File: config.mk
export PLATFORM = sky130hd
export DESIGN_NAME = exception_ctrl
export DESIGN_NICKNAME = d
export VERILOG_FILES = /design/src/rtl/exception_ctrl.sv
export SDC_FILE = /design/constraint.sdc
export NUM_CORES = 1
export LEC_CHECK = 0
export CORE_MARGIN = 1
export CORE_UTILIZATION = 43
export DETAILED_ROUTE_END_ITERATION = 12
export PLACE_DENSITY = 0.84
export SYNTH_ARGS = -nofsm -noshare
export SYNTH_HDL_FRONTEND = slang
export SYNTH_SLANG_ARGS = --single-unit
File: constraint.sdc
create_clock -name clk -period 6.8 [get_ports clk]
set_input_delay 2.04 -clock clk [delete_from_list [all_inputs] [get_ports clk]]
set_output_delay 2.04 -clock clk [all_outputs]
set_load 0.02 [all_outputs]
File: src/rtl/exception_ctrl.sv
// Precise-exception controller: priority pick, EPC/CAUSE capture,
// timed pipeline flush, handler redirect and eret return.
module exception_ctrl #(
   parameter int          XLEN      = 32,
   parameter int          N_SRC     = 4,
   parameter int          CAUSE_W   = 3,
   parameter int unsigned VECTOR    = 60,
   parameter int          FLUSH_CYC = 3,
   parameter int          CNT_W     = 8
) (
   input  logic                    clk,
   input  logic                    reset,
   input  logic [N_SRC-1:0]        exc_req,
   input  logic [N_SRC*XLEN-1:0]   exc_pc,
   input  logic                    eret,
   output logic                    flush,
   output logic                    pc_redir_vld,
   output logic [XLEN-1:0]         pc_redir,
   output logic [XLEN-1:0]         epc,
   output logic [CAUSE_W-1:0]      cause,
   output logic                    in_handler,
   output logic                    double_fault,
   output logic [CNT_W-1:0]        exc_count
);

   localparam int FC_W = (FLUSH_CYC < 2) ? 1 : $clog2(FLUSH_CYC);
   localparam logic [FC_W-1:0] FC_LOAD = FC_W'(FLUSH_CYC - 1);
   localparam logic [XLEN-1:0] VEC = XLEN'(VECTOR);

   typedef enum logic [2:0] {
      IDLE,
      FLUSH,
      REDIR,
      HANDLER,
      RETURN
   } state_t;

   state_t            state;
   logic [FC_W-1:0]   fcnt;
   logic              any_req;
   logic [XLEN-1:0]   win_pc;
   logic [CAUSE_W-1:0] win_cause;

   assign any_req = |exc_req;

   // Scan from the top so the lowest set index wins.
   always_comb begin
      win_pc    = '0;
      win_cause = '0;
      for (int i = N_SRC - 1; i >= 0; i--) begin
         if (exc_req[i]) begin
            win_pc    = exc_pc[i*XLEN +: XLEN];
            win_cause = CAUSE_W'(i + 1);
         end
      end
   end

   always_ff @(posedge clk or posedge reset) begin
      if (reset) begin
         state        <= IDLE;
         fcnt         <= '0;
         flush        <= 1'b0;
         pc_redir_vld <= 1'b0;
         pc_redir     <= '0;
         epc          <= '0;
         cause        <= '0;
         in_handler   <= 1'b0;
         double_fault <= 1'b0;
         exc_count    <= '0;
      end else begin
         if (state != IDLE && any_req)
            double_fault <= 1'b1;

         unique case (state)
            IDLE: begin
               flush        <= 1'b0;
               pc_redir_vld <= 1'b0;
               pc_redir     <= '0;
               in_handler   <= 1'b0;
               if (any_req) begin
                  epc   <= win_pc;
                  cause <= win_cause;
                  if (exc_count != '1)
                     exc_count <= exc_count + 1'b1;
                  fcnt  <= FC_LOAD;
                  flush <= 1'b1;
                  state <= FLUSH;
               end
            end

            FLUSH: begin
               flush <= 1'b1;
               if (fcnt == '0) begin
                  pc_redir_vld <= 1'b1;
                  pc_redir     <= VEC;
                  state        <= REDIR;
               end else begin
                  fcnt <= fcnt - 1'b1;
               end
            end

            REDIR: begin
               flush        <= 1'b0;
               pc_redir_vld <= 1'b0;
               pc_redir     <= '0;
               in_handler   <= 1'b1;
               state        <= HANDLER;
            end

            HANDLER: begin
               in_handler <= 1'b1;
               if (eret) begin
                  flush        <= 1'b1;
                  pc_redir_vld <= 1'b1;
                  pc_redir     <= epc;
                  state        <= RETURN;
               end
            end

            RETURN: begin
               flush        <= 1'b0;
               pc_redir_vld <= 1'b0;
               pc_redir     <= '0;
               in_handler   <= 1'b0;
               state        <= IDLE;
            end

            default: begin
               flush        <= 1'b0;
               pc_redir_vld <= 1'b0;
               pc_redir     <= '0;
               in_handler   <= 1'b0;
               state        <= IDLE;
            end
         endcase
      end
   end

endmodule
==> results.yml <==
outcome:
  status: "finished clean"
logic_synthesis:
  synth.distinct_cells: 43
  synth_nets: 552
  synthFlopType: "dfrtp_1"
  postSynth.asyncResetShare_pct: 100
  synth-seq-cells: 84
  synth_edf_count: 0
  netlist_instances: 415
  syn_area_per_cell_um2: 10.1
  syn_area_um2: 4170
  ys_seq_area_share_pct: 50.4
  ys_warn_count: 0
finish:
  synthToLayoutAreaGrowth_pct: 56.3
  fillers: 753
  n_antenna_cell: 0
  layout.nets: 744
  drive_above_1_share_pct: 5.40
timing:
  hold_viol_final: 0
  tns_ns: 0
  slew_viol_final: 0
  relSlewSlack_pct: 43.9
  whs_ns: 0.482
  finClkSkew_ns: 0.0123
  fmax_ghz: 0.226
  fin_crit_sh_pct: 64.9
  tightest_slew_ns: 0.838
  finalCriticalPeriod_ns: 4.42
  rsz0062_at_grt: "no"
  setup-violations-final: 0
setup_path:
  r2r_end: "epc[12]"
  critPathKind: "input pin to flop"
  crit_path_max_fanout: 37
  crit_path_top_delay_cell: "clkdlybuf4s50_1"
  reg2reg_from: "state[1]"
  start_kind: "input pin"
  required_ns: 7.02
  cp.arrival_ns: 4.64
  cp-startpoint: "exc_req[1]"
  r2r_setup_slack_ns: 4.16
  worstPathCellList: "clkdlybuf4s50_1 -> nor4_4 -> nor2_4 -> buf_4 -> o211ai_1 -> o21a_1"
  reg2reg_depth: 5
  max_stage_delay_ns: 0.98
  end_kind: "flop"
place:
  place_congestion: 0.790
  dp_hpwl_um: 9400
  numPortBuffers: 213
cts:
  cts_hold_buffers: 0
  cts_buffers: 9
  cts_setup_buffers: 0
  ctsResizeCount: 0
  clkLatencyLatePin_ns: 0.34
  clk_pin_slew_ns: 0.08
  htreeDepth: 3
  cts_buffer_depth: 2
  cts_root_buf: "clkbuf_8"
  cts_sinks: 84
  cts_tree: "done"
worst_hold_path:
  hold_start: "pc_redir[0]"
  holdPathStages: 2
  worstHoldEndpoint: "pc_redir[0]"
  hold_class: "flop to flop"
grt:
  grt_overflow: 0
  grt_pass1_vias: 4040
  track_usage_pct: 25.4
  antenna_found_initial: 0
  grt_max_degree: 49
  grt_pass1_wl_um: 19800
power_and_ir_drop:
  clock_power_share_pct: 12.7
  p_leak_nw: 2.51
  switchingPower_mw: 1.12
  finalPower_mw: 2.73
  switching_share_pct: 41.1
  powerDensity_nw_per_um2: 419
  seq_power_share_pct: 34.1
  vdd_ir_drop_max_v: 0.000216
  comb_power_share_pct: 53.2
  intPower_mw: 1.61
drt:
  firstDrtPassIters: 4
  drc: 0
  first_iter_violations: 154
  via_per_inst: 5.40
  wirelength_um: 12500
  dr_total_vias: 3998
  final_antenna_net_count: 0
  routedWlPerCell_um: 16.9
floorplanning:
  die_h_um: 101
  die_x_um: 101
  ios: 214
  initial_core_util_pct: 44.7
  core_um2: 9330
  die_area_um2: 10100
  rows: 35
job:
  maxCapViolCount: 0
[how the worst max path moves through the flow]
stage                     to  slack (ns)
finish               epc[12]        2.38
CTS                  epc[12]        2.39
detailed placement   epc[12]        2.03
floorplan           cause[0]        2.59
global placement      epc[0]        2.14
global route          epc[6]        2.22
[sequential cells by signal, summed over array words and instances (netlist names)]
name / flops
epc: 32
cause: 3
double_fault: 1
pc_redir_vld: 1
flush: 1
exc_count: 8
fcnt: 2
state: 3
pc_redir: 32
in_handler: 1
[cell usage after synthesis (3+ instances only)]
cell / number / area (um2)
o211ai_1: 32 / 240
inv_1: 4 / 15.0
o21ai_0: 26 / 130
xnor2_1: 3 / 26.3
a22oi_1: 64 / 480
nand2_1: 63 / 236
o21ai_1: 6 / 30.0
nor2_1: 9 / 33.8
dfrtp_1: 84 / 2100
clkbuf_1: 12 / 45.0
nand4_1: 3 / 18.8
buf_2: 17 / 85.1
mux2i_1: 4 / 40.0
buf_1: 3 / 11.3
a21oi_1: 10 / 50.1
o21a_1: 33 / 248
buf_4: 6 / 45.0
o31ai_1: 5 / 37.5
[layout by cell type, fill, tap and decap left out, types with 3 or more instances in the layout]
cell type	n
clkdlybuf4s50_1	212
dfrtp_1	84
a22oi_1	64
nand2_1	63
o21a_1	33
o211ai_1	32
o21ai_0	26
a21oi_1	10
clkbuf_8	10
nor2_1	9
buf_4	8
o21ai_1	6
o31ai_1	5
mux2i_1	4
nand4_1	3
xnor2_1	3
inv_1	3
[per-stage QoR]
| stage | area (um2) | util, % | worst slack [ns] | std cells |
|---|---|---|---|---|
| floorplan | 4170 | - | 2.59 | 415 |
| global placement | 6330 | 67.8 | 2.14 | 725 |
| detailed placement | 6330 | 67.8 | 2.03 | 725 |
| CTS | 6520 | 69.9 | 2.39 | 740 |
| global route | 6520 | 69.9 | 2.22 | 740 |
| finish | 6520 | 69.9 | 2.38 | 740 |
[critical path, delay by kind of cell]
| family | cells | cell delay, ns |
|---|---|---|
| simple gates | 2 | 0.79 |
| buf+inv | 2 | 1.45 |
| compound gates | 2 | 0.32 |
[cell type report]
class / instances / area (um2) / share of cell area (%)
repair buffers: 221 / 2190 / 33.5
inverters: 4 / 16.3 / 0.249
multi-input cells: 287 / 1860 / 28.6
flip-flops and latches: 84 / 2100 / 32.2
clock buffers: 11 / 141 / 2.17
well taps: 129 / 161 / 2.48
clock inverters: 4 / 50.0 / 0.768
[power by group through the flow]
| stage | registers, mW | clock network, mW | logic (mW) |
|---|---|---|---|
| final | 0.932 | 0.346 | 1.45 |
| after global routing | 0.965 | 0.378 | 1.56 |
| after CTS | 0.933 | 0.357 | 1.47 |
| after detailed placement | 0.941 | 0 | 1.46 |
| after global placement | 0.929 | 0 | 1.42 |
| after floorplan | 1.18 | 0 | 0.552 |
[layer usage]
layer | wire length, um | vias to the layer above | GRT usage (%)
li1 | - | 1919 | -
met1 | 5120 | 1917 | 29.2
met2 | 6470 | 140 | 46.0
met3 | 605 | 22 | 4.58
met4 | 331 | 0 | 10.9
met5 | 0 | - | 0
[cell families (layout without fill, tap and decap cells)]
group / after synthesis / count (layout) / synth area share, %
muxes: 7 / 7 / 1.77
and+or+nand+nor: 93 / 93 / 10.8
AOI/OAI and AO/OA: 181 / 181 / 30.4
buffers and inverters: 44 / 240 / 5.22
DFF: 84 / 84 / 50.4
adders and majority gates: 2 / 2 / 0.600
xor gates and xnor gates: 4 / 4 / 0.840
Power figures use the tool's default switching activity.
